### src/rtl/ttt_tick_scheduler_pkg.sv
// rtl/ttt_tick_scheduler_pkg.sv - shared widths, saturation constant and saturating add
// Purpose: default widths for the tick scheduler, the saturation ceiling of the
//          token accumulators and a width-generic saturating adder.
// Ports:   none (package).
package ttt_sched_pkg;

  localparam int NUM_REQ_DEF         = 4;
  localparam int NEW_TOKENS_BITS_DEF = 4;
  localparam int TOKENS_BITS_DEF     = 4;
  localparam int DURATION_BITS_DEF   = 4;
  localparam int PRESCALE_BITS_DEF   = 8;

  localparam int unsigned SAT_MAX = (1 << NEW_TOKENS_BITS_DEF) - 1;

  // Adds two operands that each fit in 'bits' bits and clips the result at
  // 2^bits-1. The sum is formed wide, so the carry out of 'bits' is never lost.
  function automatic logic [31:0] sat_add(input logic [31:0] a,
                                          input logic [31:0] b,
                                          input int unsigned bits,
                                          output logic       sat);
    logic [31:0] sum;
    logic [31:0] max;
    sum = a + b;
    max = (32'd1 << bits) - 32'd1;
    sat = (sum > max);
    return sat ? max : sum;
  endfunction

endpackage

### src/rtl/ttt_tick_scheduler_if.sv
// rtl/ttt_tick_scheduler_if.sv - token requester bus between requesters and scheduler
// Purpose: bundles the per-requester valid/increment signals and the one-hot grant.
// Ports:   req_valid (NUM_REQ), req_good/req_bad (NUM_REQ*NEW_TOKENS_BITS, slice i
//          belongs to requester i), req_ready (NUM_REQ one-hot grant).
//          master = requester side, slave = scheduler side.
interface ttt_tick_scheduler_if
  import ttt_sched_pkg::*;
#(
  parameter int NUM_REQ         = NUM_REQ_DEF,
  parameter int NEW_TOKENS_BITS = NEW_TOKENS_BITS_DEF
);

  logic [NUM_REQ-1:0]                 req_valid;
  logic [NUM_REQ*NEW_TOKENS_BITS-1:0] req_good;
  logic [NUM_REQ*NEW_TOKENS_BITS-1:0] req_bad;
  logic [NUM_REQ-1:0]                 req_ready;

  modport master (output req_valid, output req_good, output req_bad, input req_ready);
  modport slave  (input req_valid, input req_good, input req_bad, output req_ready);

endinterface

### src/rtl/ttt_tick_scheduler_rr_arbiter.sv
// rtl/ttt_tick_scheduler_rr_arbiter.sv - rotating-priority arbiter with one-hot grant
// Purpose: grants one requesting index per enabled cycle, searching upward from a
//          pointer with wrap-around; the pointer moves past the winner.
// Ports:   clk, reset (sync active-high), en (grant allowed), req[N] (requests),
//          grant[N] (combinational one-hot grant, 0 when en=0 or no request).
module ttt_rr_arbiter
  import ttt_sched_pkg::*;
#(
  parameter int N = NUM_REQ_DEF
) (
  input  logic         clk,
  input  logic         reset,
  input  logic         en,
  input  logic [N-1:0] req,
  output logic [N-1:0] grant
);

  localparam int PW = (N > 1) ? $clog2(N) : 1;

  logic [PW-1:0] ptr_q;
  logic [PW-1:0] ptr_d;

  always_comb begin
    int   idx;
    logic found;
    idx   = 0;
    found = 1'b0;
    grant = '0;
    ptr_d = ptr_q;
    for (int k = 0; k < N; k++) begin
      idx = int'(ptr_q) + k;
      if (idx >= N) idx = idx - N;
      if (en && !found && req[idx]) begin
        found      = 1'b1;
        grant[idx] = 1'b1;
        ptr_d      = (idx == N - 1) ? PW'(0) : PW'(idx + 1);
      end
    end
  end

  always_ff @(posedge clk) begin
    if (reset) ptr_q <= '0;
    else       ptr_q <= ptr_d;
  end

endmodule

### src/rtl/ttt_tick_scheduler.sv
// rtl/ttt_tick_scheduler.sv - prescaled tick generator with arbitrated token accumulation
// Purpose: divides clk into a one-cycle tick, accumulates good/bad token increments
//          granted by a round-robin arbiter into saturating window totals, and
//          presents those totals plus shadowed configuration to the core on tick.
// Ports:   clk, reset (sync active-high), enable (freeze when low), prescale (period-1),
//          req (requester bus, slave side), cfg_good_thr/cfg_bad_thr/cfg_duration
//          (staged config), tick, new_good_tokens/new_bad_tokens (window totals, 0
//          off-tick), good_thr/bad_thr/duration (shadowed config), overflow.
module ttt_tick_scheduler
  import ttt_sched_pkg::*;
#(
  parameter int NUM_REQ         = NUM_REQ_DEF,
  parameter int NEW_TOKENS_BITS = NEW_TOKENS_BITS_DEF,
  parameter int TOKENS_BITS     = TOKENS_BITS_DEF,
  parameter int DURATION_BITS   = DURATION_BITS_DEF,
  parameter int PRESCALE_BITS   = PRESCALE_BITS_DEF
) (
  input  logic                       clk,
  input  logic                       reset,
  input  logic                       enable,
  input  logic [PRESCALE_BITS-1:0]   prescale,
  ttt_tick_scheduler_if.slave        req,
  input  logic [TOKENS_BITS-1:0]     cfg_good_thr,
  input  logic [TOKENS_BITS-1:0]     cfg_bad_thr,
  input  logic [DURATION_BITS-1:0]   cfg_duration,
  output logic                       tick,
  output logic [NEW_TOKENS_BITS-1:0] new_good_tokens,
  output logic [NEW_TOKENS_BITS-1:0] new_bad_tokens,
  output logic [TOKENS_BITS-1:0]     good_thr,
  output logic [TOKENS_BITS-1:0]     bad_thr,
  output logic [DURATION_BITS-1:0]   duration,
  output logic                       overflow
);

  localparam int NTB = NEW_TOKENS_BITS;

  logic [NUM_REQ-1:0]       grant;
  logic [PRESCALE_BITS-1:0] cnt_q, cnt_d;
  logic [NTB-1:0]           acc_good_q, acc_good_d;
  logic [NTB-1:0]           acc_bad_q, acc_bad_d;
  logic                     sat_q, sat_d;
  logic                     tick_q, tick_d;
  logic [NTB-1:0]           new_good_q, new_good_d;
  logic [NTB-1:0]           new_bad_q, new_bad_d;
  logic                     overflow_q, overflow_d;
  logic [TOKENS_BITS-1:0]   good_thr_q, good_thr_d;
  logic [TOKENS_BITS-1:0]   bad_thr_q, bad_thr_d;
  logic [DURATION_BITS-1:0] duration_q, duration_d;

  logic                     terminal;
  logic                     xfer;
  logic [NTB-1:0]           inc_good, inc_bad;
  logic [31:0]              good_sum, bad_sum;
  logic                     good_sat, bad_sat;
  logic [NTB-1:0]           acc_good_nx, acc_bad_nx;
  logic                     sat_nx;
  logic                     unused_sum_hi;

  ttt_rr_arbiter #(.N(NUM_REQ)) u_arb (
    .clk   (clk),
    .reset (reset),
    .en    (enable),
    .req   (req.req_valid),
    .grant (grant)
  );

  assign req.req_ready = grant;

  // Grant is already gated by enable and by valid, so any grant bit is a transfer.
  always_comb begin
    inc_good = '0;
    inc_bad  = '0;
    for (int i = 0; i < NUM_REQ; i++) begin
      if (grant[i]) begin
        inc_good = inc_good | req.req_good[i*NTB +: NTB];
        inc_bad  = inc_bad  | req.req_bad[i*NTB +: NTB];
      end
    end
  end

  assign xfer     = |(req.req_valid & grant);
  assign terminal = enable && (cnt_q == prescale);

  always_comb begin
    good_sat = 1'b0;
    bad_sat  = 1'b0;
    good_sum = sat_add(32'(acc_good_q), 32'(inc_good), NTB, good_sat);
    bad_sum  = sat_add(32'(acc_bad_q),  32'(inc_bad),  NTB, bad_sat);
  end

  assign unused_sum_hi = ^{good_sum[31:NTB], bad_sum[31:NTB]};

  // Window state as it stands after this cycle's transfer, so a transfer in the
  // terminal cycle lands in the closing window.
  assign acc_good_nx = xfer ? good_sum[NTB-1:0] : acc_good_q;
  assign acc_bad_nx  = xfer ? bad_sum[NTB-1:0]  : acc_bad_q;
  assign sat_nx      = sat_q | (xfer & (good_sat | bad_sat));

  always_comb begin
    cnt_d      = cnt_q;
    acc_good_d = acc_good_nx;
    acc_bad_d  = acc_bad_nx;
    sat_d      = sat_nx;
    tick_d     = 1'b0;
    new_good_d = '0;
    new_bad_d  = '0;
    overflow_d = 1'b0;
    good_thr_d = good_thr_q;
    bad_thr_d  = bad_thr_q;
    duration_d = duration_q;

    // Counter wraps naturally at 2^PRESCALE_BITS if prescale drops below it.
    if (enable) cnt_d = cnt_q + 1'b1;

    if (terminal) begin
      cnt_d      = '0;
      tick_d     = 1'b1;
      new_good_d = acc_good_nx;
      new_bad_d  = acc_bad_nx;
      overflow_d = sat_nx;
      good_thr_d = cfg_good_thr;
      bad_thr_d  = cfg_bad_thr;
      duration_d = cfg_duration;
      acc_good_d = '0;
      acc_bad_d  = '0;
      sat_d      = 1'b0;
    end
  end

  always_ff @(posedge clk) begin
    if (reset) begin
      cnt_q      <= '0;
      acc_good_q <= '0;
      acc_bad_q  <= '0;
      sat_q      <= 1'b0;
      tick_q     <= 1'b0;
      new_good_q <= '0;
      new_bad_q  <= '0;
      overflow_q <= 1'b0;
      good_thr_q <= '0;
      bad_thr_q  <= '0;
      duration_q <= '0;
    end else begin
      cnt_q      <= cnt_d;
      acc_good_q <= acc_good_d;
      acc_bad_q  <= acc_bad_d;
      sat_q      <= sat_d;
      tick_q     <= tick_d;
      new_good_q <= new_good_d;
      new_bad_q  <= new_bad_d;
      overflow_q <= overflow_d;
      good_thr_q <= good_thr_d;
      bad_thr_q  <= bad_thr_d;
      duration_q <= duration_d;
    end
  end

  assign tick            = tick_q;
  assign new_good_tokens = new_good_q;
  assign new_bad_tokens  = new_bad_q;
  assign overflow        = overflow_q;
  assign good_thr        = good_thr_q;
  assign bad_thr         = bad_thr_q;
  assign duration        = duration_q;

endmodule

### src/flat_wrapper.sv
// flat-port wrapper written by rule: the top's interface ports become plain ports
module ttt_tick_scheduler_flat import ttt_sched_pkg::*;
#(
  parameter int NUM_REQ         = NUM_REQ_DEF,
  parameter int NEW_TOKENS_BITS = NEW_TOKENS_BITS_DEF,
  parameter int TOKENS_BITS     = TOKENS_BITS_DEF,
  parameter int DURATION_BITS   = DURATION_BITS_DEF,
  parameter int PRESCALE_BITS   = PRESCALE_BITS_DEF
)
  (clk, reset, enable, prescale, cfg_good_thr, cfg_bad_thr, cfg_duration, tick, new_good_tokens, new_bad_tokens, good_thr, bad_thr, duration, overflow, req_req_valid, req_req_good, req_req_bad, req_req_ready);
  ttt_tick_scheduler_if #(.NUM_REQ(NUM_REQ), .NEW_TOKENS_BITS(NEW_TOKENS_BITS)) req_i ();
  input  logic clk;
  input  logic reset;
  input  logic enable;
  input  logic [PRESCALE_BITS-1:0] prescale;
  input  logic [TOKENS_BITS-1:0] cfg_good_thr;
  input  logic [TOKENS_BITS-1:0] cfg_bad_thr;
  input  logic [DURATION_BITS-1:0] cfg_duration;
  output logic tick;
  output logic [NEW_TOKENS_BITS-1:0] new_good_tokens;
  output logic [NEW_TOKENS_BITS-1:0] new_bad_tokens;
  output logic [TOKENS_BITS-1:0] good_thr;
  output logic [TOKENS_BITS-1:0] bad_thr;
  output logic [DURATION_BITS-1:0] duration;
  output logic overflow;
  input wire logic [$bits(req_i.req_valid)-1:0] req_req_valid;
  input wire logic [$bits(req_i.req_good)-1:0] req_req_good;
  input wire logic [$bits(req_i.req_bad)-1:0] req_req_bad;
  output wire logic [$bits(req_i.req_ready)-1:0] req_req_ready;
  assign req_i.req_valid = req_req_valid;
  assign req_i.req_good = req_req_good;
  assign req_i.req_bad = req_req_bad;
  assign req_req_ready = req_i.req_ready;
  ttt_tick_scheduler #(.NUM_REQ(NUM_REQ), .NEW_TOKENS_BITS(NEW_TOKENS_BITS), .TOKENS_BITS(TOKENS_BITS), .DURATION_BITS(DURATION_BITS), .PRESCALE_BITS(PRESCALE_BITS)) u_core (.clk(clk), .reset(reset), .enable(enable), .prescale(prescale), .req(req_i), .cfg_good_thr(cfg_good_thr), .cfg_bad_thr(cfg_bad_thr), .cfg_duration(cfg_duration), .tick(tick), .new_good_tokens(new_good_tokens), .new_bad_tokens(new_bad_tokens), .good_thr(good_thr), .bad_thr(bad_thr), .duration(duration), .overflow(overflow));
endmodule
### config.mk
export PLATFORM = sky130hd
export DESIGN_NAME = ttt_tick_scheduler_flat
export DESIGN_NICKNAME = d
export VERILOG_FILES = /design/src/rtl/ttt_tick_scheduler_pkg.sv /design/src/rtl/ttt_tick_scheduler_if.sv /design/src/rtl/ttt_tick_scheduler_rr_arbiter.sv /design/src/rtl/ttt_tick_scheduler.sv /design/src/flat_wrapper.sv
export SDC_FILE = /design/constraint.sdc
export NUM_CORES = 1
export LEC_CHECK = 0
export ABC_AREA = 1
export BUFFER_PORTS_ARGS = -buffer_cell sky130_fd_sc_hd__buf_2
export CORE_MARGIN = 2
export CORE_UTILIZATION = 45
export DETAILED_ROUTE_END_ITERATION = 8
export PLACE_DENSITY_LB_ADDON = 0.12
export SYNTH_ARGS = -nofsm -noshare
export SYNTH_HDL_FRONTEND = slang
export SYNTH_SLANG_ARGS = --single-unit
### constraint.sdc
create_clock -name clk -period 4.7 [get_ports clk]
set_input_delay 0.47 -clock clk [delete_from_list [all_inputs] [get_ports clk]]
set_output_delay 0.47 -clock clk [all_outputs]
set_load 0.02 [all_outputs]
Yosys cells after proc, flatten, opt, wreduce, memory -nomap -nowiden
Index checks and enable logic that the tools add are counted.
{ "word_totals": {"output_inout_bits": 26, "mem_bits_ro": 0, "ram_bits": 0, "inputBits": 59, "regBits": 41, "latch_bits": 0, "wordCells": 130, "n_memories": 0} }
{ "op_classes": {"n_reduce_logical": 19, "magnitude_cmp": 14, "n_eq_ne": 5, "mul": 0, "n_mux": 52, "bitwise": 14, "shifts": 0, "add_sub_neg": 14, "div": 0} }
{ "op_table": {"columns": ["op", "n"], "rows": [
  ["equality test 32 x 3 -> 1 bit (second input constant)", 4],
  [">= comparator 32 x 1 -> 1 bit (second input constant)", 4],
  ["< comparator 32 x 4 -> 1 bit (second input constant)", 4],
  ["2-to-1 mux 32 bit", 4],
  ["2-to-1 mux 4 bit", 16],
  ["bitwise OR 4 bit", 9],
  ["2-to-1 mux 1 bit", 16],
  ["2-to-1 mux 2 bit", 8],
  ["logical AND 1 bit", 12],
  ["subtractor 3 x 3 -> 4 bit (second input constant)", 3],
  ["adder 4 x 4 -> 5 bit", 2],
  ["> comparator 5 x 4 -> 1 bit (second input constant)", 2],
  [">= comparator 3 bit (second input constant)", 3],
  ["adder 2 bit (second input constant)", 4],
  ["adder 8 x 1 -> 8 bit (second input constant)", 1],
  ["binary-select mux 1 bit (select 2 bit)", 4],
  ["demux 1 bit (select 2 bit)", 4],
  ["equality test 8 bit", 1],
  ["adder 2 x 2 -> 3 bit (second input constant)", 2],
  ["bitwise AND 4 bit", 1],
  ["nonzero test 4 bit", 1],
  ["OR reduction 2 bit", 2],
  ["OR reduction 4 bit", 1],
  ["subtractor 2 x 3 -> 4 bit (second input constant)", 1],
  ["6 further kinds", 9]
]} }

Logic depth before layout (Yosys ltp)
{ "logic_depth": {"ltp_word": 31, "ltp_mapped": 22, "depth_no_buf": 21} }

Hierarchy
Synthesis repeated with hierarchy kept, for this count alone.
{ "hier_totals": {"cells_unflattened": 404, "hier_area_um2": 2712.6} }
{ "by_module_without_submodules": {"columns": ["mod", "area_per_inst_um2", "cells_per_inst", "instances", "seq_area_each_um2"], "rows": [
  ["ttt_tick_scheduler", 2104.5, 308, 1, 780.7],
  ["ttt_rr_arbiter", 608.1, 96, 1, 40.0]
]} }

Worst setup path after synthesis
OpenSTA, ideal clock, no wires.
{ "synth_path": {"path_type": "register -> register", "from": "register u_core.u_arb.ptr_q[1]", "to": "register u_core.acc_good_q[2]", "synth_period_minus_slack_ns": 3.049, "n_path_buf": 0, "t_arrival_ns": 2.922, "setup_ns": 0.128, "stages_incl_launch_ff": 19, "path_slack_ns": 1.651, "t_required_ns": 4.572, "cell_sequence": "dfxtp_1 > inv_1 > ha_1 > inv_1 > nand3_1 > nand2_1 > nand3_2 > nor2_4 > nand2_1 > nand3_4 > nand2_1 > nand4_1 > ha_1 > fa_1 > or2_2 > a21oi_1 > nand2_1 > nand2_1 > nor2_1"} }
{ "synth_between": {"word_cells_on_any_way": 80, "cone_classes": "add/sub (8); order compare (13); mux (37); bitwise (7); reduce/logical (15)"} }
{ "synth_lines": {"columns": ["item", "line_no", "rtl"], "rows": [
  ["from (decl)", "ttt_tick_scheduler_rr_arbiter.sv:20", "logic [PW-1:0] ptr_q;"],
  ["from (signal assigned)", "ttt_tick_scheduler_rr_arbiter.sv:43", "else ptr_q <= ptr_d;"],
  ["parallel branches: the longest is 18 deep, another holds >= comparator 32 x 1 -> 1 bit", null, null],
  ["2-to-1 mux 4 bit (*)", "ttt_tick_scheduler_rr_arbiter.sv:33", "if (en && !found && req[idx]) begin"],
  ["named net req_req_ready[3]", "flat_wrapper.sv:29", "output wire logic [$bits(req_i.req_ready)-1:0] req_req_ready;"],
  ["2-to-1 mux 4 bit", "ttt_tick_scheduler.sv:74", "if (grant[i]) begin"],
  ["adder 4 x 4 -> 5 bit", "ttt_tick_scheduler_pkg.sv:23", "sum = a + b;"],
  ["> comparator 5 x 4 -> 1 bit", "ttt_tick_scheduler_pkg.sv:25", "sat = (sum > max);"],
  ["2-to-1 mux 4 bit", "ttt_tick_scheduler_pkg.sv:26", "return sat ? max : sum;"],
  ["2-to-1 mux 4 bit (*)", "ttt_tick_scheduler.sv:95", "assign acc_good_nx = xfer ? good_sum[NTB-1:0] : acc_good_q;"],
  ["to (signal assigned)", "ttt_tick_scheduler.sv:145", "acc_good_q <= acc_good_d;"],
  ["to (decl)", "ttt_tick_scheduler.sv:39", "logic [NTB-1:0] acc_good_q, acc_good_d;"]
]} }
Mark *: on every way through the listed nets, which the timed path passes. The select of a mux whose other input is x is not followed.
A chain may end at the register's enable or synchronous reset.

Worst setup path after layout
{ "layout_path": {"from": "register u_core.u_arb.ptr_q[0]", "to": "register u_core.acc_good_q[2]"} }
{ "layout_between": {"elab_chain_cells": 30, "word_cells_on_any_way": 80, "cone_classes": "add/sub (8); order compare (13); mux (37); bitwise (7); reduce/logical (15)"} }
{ "layout_rtl": {"columns": ["item", "line_no", "rtl"], "rows": [
  ["parallel branches: the longest is 18 deep, another holds >= comparator 32 x 1 -> 1 bit", null, null],
  ["2-to-1 mux 4 bit (*)", "ttt_tick_scheduler_rr_arbiter.sv:33", null],
  ["2-to-1 mux 4 bit", "ttt_tick_scheduler.sv:74", null],
  ["bitwise OR 4 bit", "ttt_tick_scheduler.sv:75", "inc_good = inc_good | req.req_good[i*NTB +: NTB];"],
  ["2-to-1 mux 4 bit", "ttt_tick_scheduler.sv:74", null],
  ["bitwise OR 4 bit", "ttt_tick_scheduler.sv:75", null],
  ["2-to-1 mux 4 bit", "ttt_tick_scheduler.sv:74", null],
  ["bitwise OR 4 bit", "ttt_tick_scheduler.sv:75", null],
  ["2-to-1 mux 4 bit", "ttt_tick_scheduler.sv:74", null],
  ["adder 4 x 4 -> 5 bit", "ttt_tick_scheduler_pkg.sv:23", null],
  ["> comparator 5 x 4 -> 1 bit", "ttt_tick_scheduler_pkg.sv:25", null],
  ["2-to-1 mux 4 bit", "ttt_tick_scheduler_pkg.sv:26", null],
  ["2-to-1 mux 4 bit (*)", "ttt_tick_scheduler.sv:95", null]
]} }
Every way passes the cells marked *. The select of a mux whose other input is x is not followed.

==> results.sh <==
export IMPL_worstPathCellList="inv_6 > ha_1 > inv_1 > nand3_1 > nand2_1 > nand4_1 > nand2_1 > nand3_4 > nand2_1 > nand4_1 > ha_1 > fa_1 > a31oi_1 > inv_1 > a21oi_1 > nand2_1 > nand2_1 > nor2_1"
export IMPL_rows=27
export IMPL_fillers=562
export IMPL_crit_path_start_kind="flop"
export IMPL_drv_cap=0
export IMPL_skew_ps=5.67
export IMPL_fin_nets=532
export IMPL_seq_area_frac_synth_pct=31.3
export IMPL_synth_most_common_cell="nand2_1"
export IMPL_synth_cells=369
export IMPL_cts_sinks=41
export IMPL_ant_nets=0
export IMPL_fmax_ghz=0.280
export IMPL_synthArstFlopShare_pct=0
export IMPL_cts_resized_gates=0
export IMPL_hold_viol_final=0
export IMPL_hp_class="input pin to flop"
export IMPL_critPathMaxStageDelay_ps=640
export IMPL_power_density_nw_per_um2=630
export IMPL_die_area_um2=6450
export IMPL_cts_buffer_depth=2
export IMPL_fin_tns_setup_ps=0
export IMPL_ios=85
export IMPL_p_leak_nw=1.68
export IMPL_maxSlewViolCount=0
export IMPL_grt_pass1_vias=2327
export IMPL_die_w_um=80.3
export IMPL_track_usage_pct=19.8
export IMPL_relSlewSlack_pct=60.4
export IMPL_netlist_area_leader_share_pct=31.3
export IMPL_cp_max_fo=12
export IMPL_drive_above_1_share_pct=29.2
export IMPL_hpwl_um=4750
export IMPL_ys_ff_latch=41
export IMPL_syn_nets=446
export IMPL_crit_type="flop to flop"
export IMPL_gp_congestion=0.901
export IMPL_multi_input_area_um2=1610
export IMPL_viasPerCell=4.78
export IMPL_finalSetupViolations=0
export IMPL_final_cell_area_um2=3210
export IMPL_synth_area_um2=2620
export IMPL_yosys_top_cells_count="112 x nand2_1, 41 x dfxtp_1, 37 x inv_1"
export IMPL_htreeDepth=2
export IMPL_port_buffers=84
export IMPL_avgSynthCellArea_um2=7.10
export IMPL_synth_ff_type="dfxtp_1"
export IMPL_placed_area_um2=3100
export IMPL_period_minus_slack_ps=3570
export IMPL_clock_latency_ps=290
export IMPL_cts_tree="built"
export IMPL_synth_top_area_cell="dfxtp_1"
export IMPL_die_y_um=80.3
export IMPL_ir_drop_v=0.000278
export IMPL_area_growth_pct=22.5
export IMPL_yosysWarnings=0
export IMPL_rsz0062_at_grt="false"
export IMPL_slowest_stage="dfxtp_1"
export IMPL_cts_buffers=5
export IMPL_finalCritPeriodShare_pct=76.0
export IMPL_start_util_pct=47.0
export IMPL_drt_pass1_iterations=4
export IMPL_post_cts_buffers=0
export IMPL_drtIter0Drc=125
export IMPL_cp_common_cell="nand2_1"
export IMPL_gr_total_overflow=0
export IMPL_cp_arrival_ps=3740
export IMPL_cts_root_buf="clkbuf_8"
export IMPL_critPathRequiredTime_ps=4870
export IMPL_drt_total_wl_um=6030
export IMPL_status="finished, final reports clean"
export IMPL_endpoint_kind="flop"
export IMPL_synth_edf_count=0
export IMPL_grt_antenna_before_repair=0
export IMPL_final_seq_area_um2=821
export IMPL_hold_buffers=0
export IMPL_grt_first_pass_wirelength_um=10200
export IMPL_synth_cell_types=36
export IMPL_vias=2518
export IMPL_wl_per_cell_um=11.4
export IMPL_synth_area_leaders="dfxtp_1 31%, nand2_1 16%, ha_1 7.6%"
export IMPL_drc_errors=0
export IMPL_core_um2=5570
export IMPL_antenna_cells=0
export IMPL_grt_max_degree=18
export IMPL_clk_pin_slew_ps=70
export IMPL_tightest_slew_ps=593
## critical path: cells and delay by family, from the launching register on
family | cells | cell delay (ps)
and+or+nand+nor | 10 | 1040
DFF | 1 | 640
adders and majority gates | 3 | 1020
AOI/OAI and AO/OA | 2 | 370
buffers and inverters | 3 | 380
## metal layers
layer / share of wire (%) / global-route usage, % / routed length [µm]
met1: 48 / 26.6 / 2920
met2: 42 / 31.9 / 2540
met3: 8.0 / 4.04 / 482
met4: 1.3 / 6.27 / 78
met5: 0 / 0 / 0
## registers in the layout, summed over array words and instances (netlist names)
signal and cells:
u_core.tick 1, u_core.u_arb.ptr_q 2, u_core.duration 4, u_core.bad_thr 4, u_core.new_good_tokens 4, u_core.good_thr 4
u_core.cnt_q 8, u_core.acc_good_q 4, u_core.sat_q 1, u_core.new_bad_tokens 4, u_core.overflow 1, u_core.acc_bad_q 4
## kinds of logic after synthesis
group	share of synthesized area, %
AND/OR/NAND/NOR	42.9
buffers and inverters	7.31
flip-flops	31.3
AO/OA/AOI/OAI	6.26
adder cells (fa/ha/maj)	9.17
XOR/XNOR	2.68
multiplexers	0.382
## layout by cell type, fill, tap and decap left out, types with 4 or more instances in the layout
master,synthesis,final
a21oi_1,8,8
or2_2,4,4
nand2_2,17,17
nand3_4,5,5
inv_1,37,37
nand3_1,26,26
buf_2,2,84
o21ai_0,4,4
nor3_1,4,4
nand2_1,112,112
nor2_1,35,35
nor2_4,4,4
xor2_1,8,8
dfxtp_1,41,41
nand4_1,11,11
ha_1,16,16
clkbuf_8,0,5
## stage by stage
step	setup slack (ps)	std cells	total power, W	util, %	hold slack, ps
finish	1130	527	0.00202	57.6	363
detailed placement	1200	520	0.00175	55.7	455
floorplan	1650	369	0.00150	-	436
global placement	1260	520	0.00175	55.7	443
CTS	1190	527	0.00203	57.6	351
global route	866	527	0.00225	57.6	357
## where the power goes
group | internal, W | switching (W) | total, W
sequential | 0.000399 | 0.0000569 | 0.000456
clock | 0.000154 | 0.000115 | 0.000269
combinational | 0.000482 | 0.000814 | 0.00130
## area by class of cell
class	count	share of cell area [%]
flip-flops and latches	41	25.6
clock buffers	5	2.15
repair buffers	85	13.3
multi-input cells	281	50.1
well taps	72	2.81
inverters	41	4.95
clock inverters	2	1.09
## path summary, 6_finish.rpt
path | from | end | slack (ps) | cells past startpoint
hold reg to reg | u_core.sat_q$_SDFF_PP0_ | u_core.sat_q$_SDFF_PP0_ | 460 | 2
setup / recovery | u_core.u_arb.ptr_q[0]$_SDFFE_PP0P_ | u_core.acc_good_q[2]$_SDFF_PP0_ | 1130 | 18
hold / removal | cfg_good_thr[0] | u_core.good_thr[0]$_SDFFE_PP0P_ | 360 | 3
setup reg to reg | u_core.u_arb.ptr_q[0]$_SDFFE_PP0P_ | u_core.acc_good_q[2]$_SDFF_PP0_ | 1130 | 18
Power figures use the tool's default switching activity.
